$ cat src/rtl/mem_arb.sv
// mem_arb: shares one single-port memory between instruction fetch and
// the LSU; one transaction at a time, data first, bounded fetch starvation.
// Ports: clk/rst; fetch req/addr -> ack/err/rdata; data req/we/be/addr/wdata
// -> ack/err/rdata; registered mem_* command, mem_rdata/mem_ready back.
module mem_arb #(
  parameter int ADDR_W         = 32,
  parameter int DATA_W         = 32,
  parameter int MAX_DATA_BURST = 4,
  parameter int TIMEOUT        = 16
) (
  input  logic                clk,
  input  logic                rst,
  input  logic                if_req,
  input  logic [ADDR_W-1:0]   if_addr,
  output logic                if_ack,
  output logic                if_err,
  output logic [DATA_W-1:0]   if_rdata,
  input  logic                d_req,
  input  logic                d_we,
  input  logic [DATA_W/8-1:0] d_be,
  input  logic [ADDR_W-1:0]   d_addr,
  input  logic [DATA_W-1:0]   d_wdata,
  output logic                d_ack,
  output logic                d_err,
  output logic [DATA_W-1:0]   d_rdata,
  output logic                mem_req,
  output logic                mem_we,
  output logic [DATA_W/8-1:0] mem_be,
  output logic [ADDR_W-1:0]   mem_addr,
  output logic [DATA_W-1:0]   mem_wdata,
  input  logic [DATA_W-1:0]   mem_rdata,
  input  logic                mem_ready
);

  localparam logic [1:0] S_IDLE = 2'd0;
  localparam logic [1:0] S_BUSY = 2'd1;
  localparam logic [1:0] S_RESP = 2'd2;

  localparam int SW = $clog2(MAX_DATA_BURST + 1);
  localparam int WW = $clog2(TIMEOUT + 1);
  localparam logic [SW-1:0] STREAK_MAX = SW'(MAX_DATA_BURST);
  localparam logic [WW-1:0] WAIT_LAST  = WW'(TIMEOUT - 1);

  logic [1:0]    state;
  logic          owner_d;
  logic          err_q;
  logic [SW-1:0] streak;
  logic [WW-1:0] wait_cnt;
  logic          grant_any;
  logic          grant_d;

  // Data wins unless fetch has already waited through a full data burst.
  always_comb begin
    grant_any = if_req | d_req;
    grant_d   = d_req & ~(if_req & (streak == STREAK_MAX));
  end

  assign mem_req = (state == S_BUSY);
  assign if_ack  = (state == S_RESP) & ~owner_d;
  assign d_ack   = (state == S_RESP) &  owner_d;
  assign if_err  = if_ack & err_q;
  assign d_err   = d_ack  & err_q;

  always_ff @(posedge clk) begin
    if (rst) begin
      state     <= S_IDLE;
      owner_d   <= 1'b0;
      err_q     <= 1'b0;
      streak    <= '0;
      wait_cnt  <= '0;
      mem_we    <= 1'b0;
      mem_be    <= '0;
      mem_addr  <= '0;
      mem_wdata <= '0;
      if_rdata  <= '0;
      d_rdata   <= '0;
    end else begin
      case (state)
        S_IDLE: begin
          if (!if_req) streak <= '0;
          if (grant_any) begin
            state    <= S_BUSY;
            owner_d  <= grant_d;
            wait_cnt <= '0;
            if (grant_d) begin
              mem_we    <= d_we;
              mem_be    <= d_be;
              mem_addr  <= d_addr;
              mem_wdata <= d_wdata;
              if (if_req && streak != STREAK_MAX)
                streak <= streak + 1'b1;
            end else begin
              mem_we    <= 1'b0;
              mem_be    <= '1;
              mem_addr  <= if_addr;
              mem_wdata <= '0;
              streak    <= '0;
            end
          end
        end
        S_BUSY: begin
          if (mem_ready) begin
            state <= S_RESP;
            err_q <= 1'b0;
            if (owner_d) d_rdata  <= mem_we ? '0 : mem_rdata;
            else         if_rdata <= mem_rdata;
          end else if (wait_cnt == WAIT_LAST) begin
            state <= S_RESP;
            err_q <= 1'b1;
            if (owner_d) d_rdata  <= '0;
            else         if_rdata <= '0;
          end else begin
            wait_cnt <= wait_cnt + 1'b1;
          end
        end
        S_RESP:  state <= S_IDLE;
        default: state <= S_IDLE;
      endcase
    end
  end

endmodule

$ cat config.mk
export PLATFORM = sky130hd
export DESIGN_NAME = mem_arb
export DESIGN_NICKNAME = d
export VERILOG_FILES = /design/src/rtl/mem_arb.sv
export SDC_FILE = /design/constraint.sdc
export NUM_CORES = 1
export LEC_CHECK = 0
export ABC_AREA = 1
export CORE_ASPECT_RATIO = 0.6
export CORE_UTILIZATION = 42
export DETAILED_ROUTE_END_ITERATION = 8
export GPL_ROUTABILITY_DRIVEN = 0
export PLACE_DENSITY = 0.88
export SLEW_MARGIN = 25
export SYNTH_ARGS = -nofsm -noshare
export SYNTH_HDL_FRONTEND = slang
export SYNTH_SLANG_ARGS = --single-unit
$ cat constraint.sdc
create_clock -name clk -period 2.1 [get_ports clk]
set_input_delay 0.21 -clock clk [delete_from_list [all_inputs] [get_ports clk]]
set_output_delay 0.21 -clock clk [all_outputs]
set_load 0.1 [all_outputs]
# After elaboration in Yosys (flattened, before gate mapping)
# Index checks and enable logic that the tools add are counted.
dict set report op_classes {
  reduce_logical 10
  n_bitwise 9
  addsub 2
  n_mux 27
  eq_ne 9
}
# op count
set ops {}
lappend ops {{$mux 32} 11}
lappend ops {{$mux 5} 3}
lappend ops {{$mux 3} 4}
lappend ops {{$pmux 5 s2} 1}
lappend ops {{$and 1x1->1} 6}
lappend ops {{$mux 2} 3}
lappend ops {{$ne 2x2->1 const B} 3}
lappend ops {{$reduce_and 2->1} 3}
lappend ops {{$reduce_and 3->1} 2}
lappend ops {{$add 5x1->5 const B} 1}
lappend ops {{$eq 5x4->1 const B} 1}
lappend ops {{$mux 4} 1}
lappend ops {{$pmux 2 s2} 1}
lappend ops {{$reduce_and 4->1} 1}
lappend ops {{$reduce_bool 2->1} 2}
lappend ops {{$add 3x1->3 const B} 1}
lappend ops {{$eq 3x3->1 const B} 1}
lappend ops {{$mux 1} 3}
lappend ops {{$ne 3x1->1 const B} 1}
lappend ops {{$ne 3x3->1 const B} 1}
lappend ops {{$eq 2x1->1 const B} 1}
lappend ops {{$eq 2x2->1 const B} 1}
lappend ops {{$logic_not 2->1} 1}
lappend ops {{$not 1->1} 2}
lappend ops {{2 further kinds} 2}
dict set report totals {
  wordCells 68
  inputBits 138
  regBits 145
  output_inout_bits 138
}

# Longest topological paths before layout
# Gate-level depths: netlist of the first run.
dict set report logic_depth {
  ltp_word 6
  mapped_depth 11
  mapped_depth_nobuf 9
}

# Worst setup path before layout of the first run
# OpenSTA, ideal clock, no wires.
dict set report synth_timing {
  kind {reg-to-output}
  startpoint {register owner_d}
  endpoint {output port d_err}
  path_slack_ns -1.817
  t_arrival_ns 3.707
  required_ns 1.890
  path_buffers 2
  stages_incl_launch_ff 5
  path_cell_list {dfxtp_1 clkbuf_1 inv_1 clkbuf_1 nor4_1}
}
dict set report synth_via {
  elab_chain_len 2
}
# item line_no
set synth_rtl {}
lappend synth_rtl {{start, declared} 45} ;# logic owner_d;
lappend synth_rtl {{start signal, assigned} 83} ;# owner_d <= grant_d;
lappend synth_rtl {{$and 1x1->1} 60} ;# assign d_ack = (state == S_RESP) & owner_d;
lappend synth_rtl {{$and 1x1->1} 62} ;# assign d_err = d_ack & err_q;
lappend synth_rtl {{end, declared} 24} ;# output logic d_err,
# No other way between the ends.

# Worst setup path after layout of the first run
# Same ends and word-level chain as after synthesis.

==> results.cfg, run 1 <==
[run_status]
outcome = completed

[sta]
finalSetupViolations = 0
maxSlewViolCount = 0
worst_pin_slew_ns = 0.6192
skew_ns = 0.01324
min_period_ns = 1.944
fin_ws_ns = 0.1556
period_share_pct = 92.59
rsz0062_at_grt = false
hold_viol = 0
slew_headroom_pct = 58.72
fmax_mhz = 514.3

[setup_path]
slowest_delay_ns = 0.35
worst_path_max_delay_cell = nor4_4
crit_fanout = 12
worst_setup_path_end_kind = output pin
path_buf_inv = 3
cp.required_ns = 1.89
cp-start-kind = register
crit_type = register to output pin
path_delay_family = buffers and inverters
cp_data_arrival_time_ns = 1.73
worstPathCellList = buf_4 -> inv_1 -> nor4_4 -> buf_12

[synthesis]
netlist_instances = 913
yosysWarnings = 0
synthTopCellsByArea = dfxtp_1 (47%), nand2_1 (17%), nand3_1 (9.2%), inv_1 (6.9%), a21oi_1 (5.8%)
ys.flop_type = dfxtp_1
syn-num-nets = 1055
syn_area_per_cell_um2 = 6.775
synth_edf_count = 0
netlist.area_leader.share_pct = 46.93
ys_types = 23
ys_seq_area_share_pct = 46.93
yosys_register_bits = 145
synthArstFlopShare_pct = 0
yosysTopAreaCell = dfxtp_1
synth_area_um2 = 6186

[power_and_ir_drop]
ir_worst_vdd_uv = 430.8
p_leak_nw = 4.451
power_density_nw_per_um2 = 875.1
fin_total_pwr_w = 0.008312

[final_layout]
design_area_um2 = 9498
fin_nets = 1309
final_cell_mix = nand2_1 (277), dfxtp_1 (145), buf_4 (145)
final_cells = 1372
area_delta_synth_final_pct = 53.54
diodes = 0
drive_above_1_share_pct = 17.63
layout_commonest_cell = nand2_1

[global_route]
grt_pass1_vias = 5724
overflow = 0
grt.busiest_layer = met2
grt_pass1_wl_um = 27660
grt_max_degree = 104
grtUsageMet1_pct = 29.97
grt.total_usage_pct = 23.35
antenna_found_initial = 0
grt_util_met3_pct = 7.204
grtUsageMet2_pct = 38.08

[placed_design]
preCtsSetupSlack_ns = 0.09954
dp.cells = 1338
hpwl_um = 13140
placedInstanceArea_um2 = 8919
port_buffers = 275

[floorplanning]
die_h_um = 96.01
die_area_um2 = 15230
initial_utilization_pct = 44.19
core_area_um2 = 14000
fp.dieW_um = 158.7
io_pins = 276
row_count = 33

[clock_network]
clk_transition_reported_paths_ns = 0.06
postCtsResizedCells = 0
cts_tree = done
clock_sinks = 145
htree_num_levels = 4
clockBufferDepth = 2
root_buffer = clkbuf_16
cts_buffers = 17
clock_latency_ns = 0.41

[routing]
drc = 0
first_pass_iters = 5
wl_per_cell_um = 13.28
drtIter0Drc = 411
via_count = 6471
wirelength_um = 18220
viasPerCell = 4.716
ant_nets = 0

[worst_hold_path]
hold_class = input port to register

[run]
drv_cap = 0
-- final timing paths --
kind	cells past startpoint	start	slack [ns]	endpoint
setup / recovery	4	owner_d	0.16	d_err
hold / removal	4	mem_ready	0.30	state[0]
setup reg to reg	10	wait_cnt[0]	0.23	if_rdata[26]
hold reg to reg	2	d_rdata[18]	0.44	d_rdata[18]
-- worst min-delay path, delay by kind of cell --
kind	cells	cell delay, ns
AND/OR/NAND/NOR	2	0.25
buffers and inverters	1	0.09
AO/OA/AOI/OAI	1	0.09
-- area by class of cell --
| type | instances | area (um^2) |
|---|---|---|
| fill | 1189 | 4499 |
| sequential | 145 | 2903 |
| multi-input combinational | 595 | 2650 |
| inverter | 113 | 425.4 |
| clock buffer | 18 | 439.2 |
| clock inverter | 14 | 125.1 |
| timing repair buffer | 295 | 2715 |
| tap | 192 | 240.2 |
-- cell usage after synthesis, types with 3 or more instances --
library cell  number
nand2_1          279
dfxtp_1          145
nand3_1          114
inv_1            113
nor2_1            73
a21oi_1           72
o21ai_0           32
buf_2             25
clkbuf_1          25
buf_1              7
ha_1               4
o21ai_1            4
buf_4              3
nor2_2             3
or2_2              3
-- report_power, final --
part | switching, W | total [W] | internal, W
Clock | 0.00126 | 0.00284 | 0.00158
Sequential | 0.0000993 | 0.00303 | 0.00293
Combinational | 0.00179 | 0.00244 | 0.000653
-- cell families (layout without fill, tap and decap cells) --
family          count (synthesis)  in the layout  synth area share (%)
compound gates                109            109                 8.839
fa+ha+maj                       4              4                0.8091
buf+inv                       173            440                 11.19
flops                         145            145                 46.93
simple gates                  482            482                 32.24
-- timing repair --
action                     CTS  global route
setup endpoints to repair    0            38
hold buffers                 0             0
buffers inserted             0             2
-- sequential cells by signal, indices dropped and copies added (netlist names) --
name and flops:
mem_be 4, wait_cnt 5, if_rdata 32, mem_wdata 32
owner_d 1, state 2, streak 3, d_rdata 32
mem_we 1, err_q 1, mem_addr 32
-- routing by layer --
| metal | routed length [um] | part of all wire, % |
|---|---|---|
| met1 | 8232 | 45 |
| met2 | 8260 | 45 |
| met3 | 1576 | 8.7 |
| met4 | 146 | 0.80 |
| met5 | 0 | 0 |
-- per-stage QoR --
step | utilization (%) | hold WS (ns) | setup TNS, ns
2_1_floorplan | - | 0.3307 | -0.1015
3_3_place_gp | 63.72 | 0.4299 | 0
3_5_place_dp | 63.72 | 0.4319 | 0
4_1_cts | 67.75 | 0.2746 | 0
5_1_grt | 67.86 | 0.3418 | 0
6_report | 67.86 | 0.2959 | 0
No activity file was read; power rests on OpenSTA's default activity.
==> inputs of run 2 (changes only) <==
Settings changed: CTS_CLUSTER_SIZE set to 16.
==> results of run 2 <==
No change in the layout: final DEF, timing and power equal those of run 1.
==> inputs of run 3 (changes only) <==
Settings changed: GPL_TIMING_DRIVEN set to 0, SETUP_SLACK_MARGIN set to 0.3.
==> run 3 against run 2 <==
Compared with the run above:
- first-iteration DRC count rose by 30%
- cell area rose by 3.8%
- final cell count rose by 4.0%
- clock power rose by 11%
- worst hold slack got worse by 0.17 ns
- sequential share of layout area fell by 0.98 points
- critical path depth did not move
- non-clock buffer count rose by 55
- routed wire length rose by 16%
- combinational power rose by 2%
- register-to-register slack improved by 0.12 ns
- global-route usage rose by 3.2 points
- highest routed layer unchanged
==> results.cfg, run 3 (same netlist as run 1, synthesis figures left out) <==
[run_status]
outcome = completed

[power_and_ir_drop]
pwr-share-seq_pct = 35.0
switching_share_pct = 36.94
ir_worst_vdd_uv = 597.7
power_density_nw_per_um2 = 878.1
p_leak_nw = 4.494
power_switching_w = 0.003198
pwr-share-comb_pct = 28.6
p_int_w = 0.005459
p_clk_share_pct = 36.4

[sta]
period_share_pct = 83.63
finalSetupViolations = 0
holdWs_ns = 0.1261
slew_headroom_pct = 55.40
min_period_ns = 1.756
maxSlewViolCount = 0
fin_ws_ns = 0.3437
skew_ns = 0.01572
rsz0062_at_grt = true
hold_viol = 0
worst_pin_slew_ns = 0.6690
fmax_mhz = 569.4

[worst_hold_path]
hold_class = input port to register
hold_end = if_rdata[29]
whs_path_depth = 2
min_from = rst

[routing]
wirelength_um = 21200
wl_per_cell_um = 14.85
drc = 0
viasPerCell = 4.835
drtIter0Drc = 534
first_pass_iters = 5
via_count = 6899
ant_nets = 0

[floorplanning]
fp.dieW_um = 158.7
die_area_um2 = 15230
die_h_um = 96.01
io_pins = 276
core_area_um2 = 14000
initial_utilization_pct = 44.19
row_count = 33

[final_layout]
diodes = 0
utilization_pct = 70.43
layout_commonest_cell = nand2_1
multi_input_area_um2 = 2738
final_cells = 1427
fill_cells = 1179
design_area_um2 = 9858
register_area_um2 = 2917
fin_nets = 1364
area_delta_synth_final_pct = 59.36
drive_above_1_share_pct = 20.97
final_cell_mix = nand2_1 (277), dfxtp_1 (140), clkdlybuf4s50_1 (136)

[global_route]
grt_pass1_wl_um = 30750
grt_max_degree = 17
antenna_found_initial = 0
grt.total_usage_pct = 26.51
overflow = 0
grt_pass1_vias = 6031

[clock_network]
root_buffer = clkbuf_16
clock_latency_ns = 0.41
cts_buffers = 17
clk_transition_reported_paths_ns = 0.06
postCtsHoldBufs = 0
cts_tree = done
clock_sinks = 145
clockBufferDepth = 2
htree_num_levels = 4

[placed_design]
hpwl_um = 15500
port_buffers = 274
placedInstanceArea_um2 = 9248
preCtsSetupSlack_ns = -0.4317
dp.cells = 1379

[setup_path]
cp.required_ns = 1.89
ff2ff_setup_slack_ns = 0.35
crit_type = register to output pin
cp-start-kind = register
cp_data_arrival_time_ns = 1.55
worst_setup_path_end_kind = output pin
critPathLaunch = state[1]
rr_worst_depth = 11
crit_fanout = 3
worstReg2RegEnd = if_rdata[4]
r2r_start = wait_cnt[0]

[run]
drv_cap = 0
run 3: worst max-delay path, cell delays in order, from the launching register on:
cell and delay, ns:
dfxtp_2 0.40, clkinvlp_4 0.11, buf_4 0.15, nor4_4 0.22, buf_6 0.26
run 3: power groups by stage:
| stage | registers, W | logic [W] | clock network, W |
|---|---|---|---|
| 6_report | 0.00303 | 0.00248 | 0.00315 |
| 5_1_grt | 0.00305 | 0.00260 | 0.00332 |
| 4_1_cts | 0.00303 | 0.00245 | 0.00317 |
| 3_5_place_dp | 0.00309 | 0.00250 | 0 |
| 3_3_place_gp | 0.00308 | 0.00248 | 0 |
| 2_1_floorplan | 0.00428 | 0.000532 | 0 |
run 3: timing repair:
item / in CTS / in global routing
gates cloned: 0 / 1
endpoints found under the setup margin: 201 / 200
buffers inserted: 0 / 15
resized for setup: 374 / 125
pin swaps: 1 / 6
run 3: per-layer routing:
metal	vias to the layer above	GRT usage, %	routed length, um
li1	3461	-	-
met1	3152	35.39	9378
met2	270	41.56	9519
met3	16	7.969	2094
met4	0	7.292	203
met5	-	0	0
run 3: worst max path at each step:
stage,cells after the start,slack [ns],endpoint
6_report,4,0.34,d_err
5_1_grt,9,0.27,mem_addr[26]
4_1_cts,5,0.22,d_err
3_5_place_dp,5,-0.43,d_err
3_3_place_gp,5,-0.39,d_err
2_1_floorplan,4,0.08,d_err
run 3: area by class of cell:
class | instances | area share [%]
plain buffers | 60 | 3.605
clock inverters | 13 | 1.777
multi-input cells | 595 | 27.77
inverters | 113 | 4.379
repair buffers | 290 | 26.06
well taps | 192 | 2.437
flip-flops and latches | 145 | 29.59
clock buffers | 19 | 4.391
run 3: through the flow:
| stage | total power, W | setup TNS [ns] |
|---|---|---|
| after global routing | 0.008966 | 0 |
| after detailed placement | 0.005586 | -0.9655 |
| final | 0.008657 | 0 |
| after CTS | 0.008655 | 0 |
| after global placement | 0.005556 | -0.8334 |
| after floorplan | 0.004809 | 0 |
